`src/rtl/serial_word_divisibility_feeder.sv`:
```
// Serialises WIDTH-bit words MSB-first into a serial divisibility checker,
// clears the checker between words and returns each word with its verdict.
module serial_word_divisibility_feeder #(
    parameter int unsigned WIDTH = 8
) (
    input  logic             clk,
    input  logic             rst,
    input  logic             in_valid,
    input  logic [WIDTH-1:0] in_data,
    output logic             in_ready,
    output logic             chk_clear,
    output logic             new_bit,
    input  logic             div_in,
    output logic             out_valid,
    output logic [WIDTH-1:0] out_data,
    output logic             out_div,
    input  logic             out_ready
);

    localparam int unsigned CNT_W = (WIDTH > 1) ? $clog2(WIDTH) : 1;
    localparam logic [CNT_W-1:0] LAST_BIT = CNT_W'(WIDTH - 1);

    typedef enum logic [1:0] {
        IDLE,
        SHIFT,
        CAPT
    } state_t;

    state_t           state_q, state_d;
    logic [CNT_W-1:0] bit_cnt_q, bit_cnt_d;
    logic [WIDTH-1:0] shift_q, shift_d;
    logic [WIDTH-1:0] word_q, word_d;
    logic             out_valid_q, out_valid_d;
    logic [WIDTH-1:0] out_data_q, out_data_d;
    logic             out_div_q, out_div_d;
    logic             chk_clear_q, chk_clear_d;
    logic             new_bit_q, new_bit_d;
    logic             accept;

    // Next-state, datapath and checker-drive decode
    always_comb begin
        state_d     = state_q;
        bit_cnt_d   = bit_cnt_q;
        shift_d     = shift_q;
        word_d      = word_q;
        out_valid_d = out_valid_q && !out_ready;
        out_data_d  = out_data_q;
        out_div_d   = out_div_q;
        in_ready    = 1'b0;
        accept      = 1'b0;

        case (state_q)
            IDLE: begin
                // Only accept when the result register is empty or draining now
                in_ready = rst && (!out_valid_q || out_ready);
                accept   = in_valid && in_ready;
                if (accept) begin
                    shift_d   = in_data;
                    word_d    = in_data;
                    bit_cnt_d = '0;
                    state_d   = SHIFT;
                end
            end
            SHIFT: begin
                shift_d   = shift_q << 1;
                bit_cnt_d = bit_cnt_q + CNT_W'(1);
                if (bit_cnt_q == LAST_BIT) begin
                    state_d = CAPT;
                end
            end
            CAPT: begin
                // Checker now holds the remainder of the whole word
                out_valid_d = 1'b1;
                out_data_d  = word_q;
                out_div_d   = div_in;
                state_d     = IDLE;
            end
            default: begin
                state_d = IDLE;
            end
        endcase

        // Checker is held clear in every cycle that does not carry a data bit
        chk_clear_d = (state_d != SHIFT);
        new_bit_d   = (state_d == SHIFT) ? shift_d[WIDTH-1] : 1'b0;
    end

    // State and output registers with synchronous active-low reset
    always_ff @(posedge clk) begin
        if (!rst) begin
            state_q     <= IDLE;
            bit_cnt_q   <= '0;
            shift_q     <= '0;
            word_q      <= '0;
            out_valid_q <= 1'b0;
            out_data_q  <= '0;
            out_div_q   <= 1'b0;
            chk_clear_q <= 1'b1;
            new_bit_q   <= 1'b0;
        end else begin
            state_q     <= state_d;
            bit_cnt_q   <= bit_cnt_d;
            shift_q     <= shift_d;
            word_q      <= word_d;
            out_valid_q <= out_valid_d;
            out_data_q  <= out_data_d;
            out_div_q   <= out_div_d;
            chk_clear_q <= chk_clear_d;
            new_bit_q   <= new_bit_d;
        end
    end

    assign out_valid = out_valid_q;
    assign out_data  = out_data_q;
    assign out_div   = out_div_q;
    assign chk_clear = chk_clear_q;
    assign new_bit   = new_bit_q;

endmodule
```
`config.mk`:
```
export PLATFORM = sky130hd
export DESIGN_NAME = serial_word_divisibility_feeder
export DESIGN_NICKNAME = d
export VERILOG_FILES = /design/src/rtl/serial_word_divisibility_feeder.sv
export SDC_FILE = /design/constraint.sdc
export NUM_CORES = 1
export LEC_CHECK = 0
export CORE_MARGIN = 2
export CORE_UTILIZATION = 53
export CTS_CLUSTER_SIZE = 16
export DETAILED_ROUTE_END_ITERATION = 6
export PLACE_DENSITY_LB_ADDON = 0.1
export SYNTH_ARGS = -nofsm -noshare
export SYNTH_HDL_FRONTEND = slang
export SYNTH_SLANG_ARGS = --single-unit
```
`constraint.sdc`:
```
create_clock -name clk -period 2.85 [get_ports clk]
set_input_delay 0.57 -clock clk [delete_from_list [all_inputs] [get_ports clk]]
set_output_delay 0.57 -clock clk [all_outputs]
set_load 0.005 [all_outputs]
```
== Word-level counts from Yosys, hierarchy flattened ==
Cells that the tools add are included.
Word-level totals
  register bits: 33
  output and inout port bits: 13
  logic and storage cells: 37
Cells by class
  add/subtract/negate cells: 1
  equality and inequality tests: 6
  muxes and demuxes: 9
  reductions and logical operators: 11
Operators by type and width (count)
  8-bit one-hot mux with 2 select lines: 1
  8-bit 2-to-1 mux: 1
  3-bit one-hot mux with 2 select lines: 1
  2-bit AND reduction: 3
  2-bit by 1-bit equality test with 1-bit output, second input constant: 2
  2-bit 2-to-1 mux: 2
  2-bit one-hot mux with 2 select lines: 1
  3-bit by 1-bit adder with 3-bit output, second input constant: 1
  3-bit equality test, second input constant: 1
  1-bit logical AND: 3
  3-bit 2-to-1 mux: 1
  2-bit equality test, second input constant: 1
  1-bit logical NOT: 2
  2-bit logical NOT: 1
  1-bit 2-to-1 mux: 2
  2-bit by 1-bit != test with 1-bit output, second input constant: 1
  2-bit != test, second input constant: 1
  2-bit nonzero test: 1
  1-bit logical OR: 1

== Logic depth before layout (Yosys ltp) ==
  depth after elaboration: 8
  gate-level depth with buffers: 5
  gate-level depth less buffers: 4

== Least setup slack after synthesis ==
No wires, ideal clock.
  path kind: input -> output
  start: input rst
  end: output in_ready
  arrival time: 1.109 ns
  slack: 1.171 ns
  stages: 3
  buffers on the path: 2
  path through: buf_2 clkbuf_1 and3_1
Between the ends
  word-level cells in the longest chain between the ends: 2
Ends and longest elaborated chain
  start, declared: line 7  | input logic rst,
  1-bit logical AND: line 55  | in_ready = rst && (!out_valid_q || out_ready);
  1-bit 2-to-1 mux: line 52  | case (state_q)
  end, declared: line 10  | output logic in_ready,
No other way between the ends.

== Worst setup path after layout ==
  start: input out_ready
  end: output in_ready
Between the ends
  word-level cells in the longest chain between the ends: 3
Ends and longest elaborated chain
  start, declared: line 17  | input logic out_ready
  1-bit logical OR: line 55
  1-bit logical AND: line 55
  1-bit 2-to-1 mux: line 52
No other way between the ends.

==> qor.yml <==
outcome:
  status: "finished, final reports clean"
setup_path:
  crit_required_ps: 2280
  worstSetupPathType: "in2out"
  crit_path_max_incr_delay_ps: 490
  arrival_ps: 1820
  crit_buf_inv: 2
  path_delay_family: "buffers and inverters"
  cp_cell_sequence: "clkdlybuf4s50_1 -> nand2b_4 -> and3_1 -> clkdlybuf4s50_1"
  cp_common_cell: "clkdlybuf4s50_1"
  cp_slowest_cell: "clkdlybuf4s50_1"
  cp_max_fo: 5
  cp-end-kind: "output pin"
  crit_path_start_kind: "input pin"
floorplanning:
  num_rows: 17
  start_util_pct: 57.17
  io_pins: 26
  dieArea_sq_um: 2868
  core_sq_um: 2276
  die_h_um: 53.55
  die_w_um: 53.55
power:
  combPwrFrac_pct: 10.2
  pwr-share-seq_pct: 60.2
  power_uw: 814.4
  p_sw_uw: 193.3
  power_leakage_uw: 0.0005758
  sw_frac_of_total_pct: 23.74
  p_int_uw: 621.1
  p_per_area_nw_per_um2: 510.1
  ir_drop_mv: 0.4137
  p_clk_share_pct: 29.6
layout:
  drive_gt1_share_pct: 5.389
  multi_input_area_sq_um: 590.6
  fillers: 190
  area_growth_pct: 22.69
  stdcell_count: 195
  num_antenna_cells: 0
  seqCellArea_sq_um: 660.6
  nNetsFinal: 181
global_routing:
  grt_antenna_before_repair: 0
  grt_pass1_vias: 964
  grt_pass1_wl_mm: 4.105
  track_usage_pct: 20.85
  overflow: 0
  grt_max_degree: 35
clock_network:
  cts-resized-gates: 0
  cts_sinks: 33
  cts_root_buf: "clkbuf_4"
  cts_tree: "built"
  clk_pin_slew_worst_paths_ps: 90
  insertion_delay_ps: 330
  htreeDepth: 2
  cts_hold_buf: 0
  postCtsSetupRepairBufs: 0
  cts_buffers: 5
  clockBufferDepth: 2
synthesis:
  synth_adder_area_share_pct: 1.923
  syn_nets: 157
  avgSynthCellArea_sq_um: 9.164
  synthSimpleGateAreaFrac_pct: 17.40
  synth-compound-area-share_pct: 26.06
  synth_area_sq_um: 1301
  synth.area.mux_share_pct: 0
  ys_types: 22
  syn_inst: 142
  synth-seq-cells: 33
  ys_seq_area_share_pct: 50.77
  yosysWarnings: 0
  synth_top_family_by_area: "compound AO/OA/AOI/OAI gates"
  synth_xor_area_share_pct: 0
timing:
  fmax_ghz: 0.4191
  drv_slew: 0
  period_needed_ps: 2386
  grt_setup_unrepaired: "false"
  finClkSkew_ps: 3.110
  timing.final.crit_share_pct: 83.72
  worst_pin_slew_ps: 765.7
  setup_viol: 0
  setup_tns_ps: 0
  finalHoldViolations: 0
  max_slew_margin_pct: 48.85
routing:
  wl_per_cell_um: 12.76
  via_per_inst: 5.308
  drtPass1Iterations: 4
  vias: 1035
  route.detailed.drc: 0
  initialDrtViolationCount: 19
  wl_mm: 2.488
  detail-route-antenna-nets: 0
placement:
  dp.cells: 187
  gp_congestion: 0.7646
  hpwl_mm: 1.748
  io_buffers: 25
worst_hold_path:
  holdCritPathClass: "reg2reg"
run:
  cap_violations: 0
power groups by stage:
| stage | logic [uW] | clock network (uW) | registers [uW] |
|---|---|---|---|
| final | 83.1 | 241 | 491 |
| after global routing | 93.0 | 270 | 494 |
| after CTS | 82.7 | 248 | 490 |
| after detailed placement | 82.3 | 0 | 501 |
| after global placement | 79.4 | 0 | 501 |
| after floorplan | 50.3 | 0 | 499 |
routing by layer:
| layer | wire length (um) | vias up | GRT usage [%] |
|---|---|---|---|
| met5 | 0 | - | 0 |
| li1 | - | 534 | - |
| met2 | 1145 | 30 | 34.57 |
| met4 | 63 | 0 | 14.10 |
| met3 | 120 | 8 | 5.833 |
| met1 | 1159 | 463 | 23.16 |
final cells by class:
type	instances	share of cell area, %
clock buffer	8	3.056
inverter	1	0.2351
multi-input combinational	99	36.99
sequential	33	41.38
tap	28	2.194
timing repair buffer	26	16.14
state kept, by name, indices dropped and copies added, names as in the netlist:
name / count
bit_cnt_q: 3
chk_clear: 1
new_bit: 1
out_data: 8
out_div: 1
out_valid: 1
shift_q: 8
state_q: 2
word_q: 8
final timing paths:
| check | from | slack (ps) | end | cells after the start |
|---|---|---|---|---|
| setup reg to reg | state_q[1]$_SDFF_PN0_ | 1160 | new_bit$_SDFF_PN0_ | 4 |
| setup / recovery | out_ready | 460 | in_ready | 4 |
| hold reg to reg | out_data[4]$_SDFFE_PN0P_ | 460 | out_data[4]$_SDFFE_PN0P_ | 2 |
| hold / removal | out_data[4]$_SDFFE_PN0P_ | 460 | out_data[4]$_SDFFE_PN0P_ | 2 |
cells in the final DEF, fill, tap and decap left out:
cell type,Yosys,routed
a21boi_0,26,26
a21oi_1,7,7
a221o_1,1,1
a22o_1,7,7
a31oi_2,1,1
and2_1,2,2
and2b_1,1,1
and3_1,2,2
and4_4,1,1
buf_4,0,1
clkbuf_1,4,3
clkbuf_4,0,5
clkdlybuf4s50_1,0,25
dfxtp_1,33,33
ha_1,2,2
inv_1,1,1
nand2_1,38,38
nand2b_1,1,1
nand2b_4,1,1
nand4_1,1,1
nor2_1,2,2
nor2b_1,1,1
o21ai_0,5,5
Yosys cell counts, drive strengths merged:
cell | instances | area (sq um)
ha | 2 | 25.02
and4 | 1 | 11.26
and2 | 2 | 12.51
and2b | 1 | 7.510
a21oi | 7 | 35.03
a22o | 7 | 61.31
a221o | 1 | 10.01
dfxtp | 33 | 660.6
nand2 | 38 | 142.6
a31oi | 1 | 12.51
o21ai | 5 | 25.02
nor2b | 1 | 6.260
nor2 | 2 | 7.510
nand2b | 2 | 20.02
buf | 5 | 31.28
inv | 1 | 3.750
and3 | 2 | 12.51
clkbuf | 4 | 15.01
a21boi | 26 | 195.2
nand4 | 1 | 6.260
logic make-up after synthesis:
kind of cell,count (synthesis)
buf+inv,10
compound gates,47
simple gates,50
fa+ha+maj,2
flops,33
per-stage QoR:
| step | hold WS [ps] | util [%] | area [sq um] | worst slack (ps) |
|---|---|---|---|---|
| after CTS | 466.9 | 70.15 | 1597 | 459.0 |
| after global routing | 479.4 | 70.15 | 1597 | 427.9 |
| after detailed placement | 454.5 | 68.00 | 1548 | 471.2 |
| final | 462.9 | 70.15 | 1597 | 463.9 |
| after floorplan | 428.8 | - | 1301 | 1171 |
| after global placement | 446.6 | 68.00 | 1548 | 478.7 |
worst min-delay path, cell delays in order (launching register included):
cell      delay (ps)
dfxtp_1          320
nand2_1           40
a21boi_0          60
Note: power is estimated with default switching activity, not from simulation.
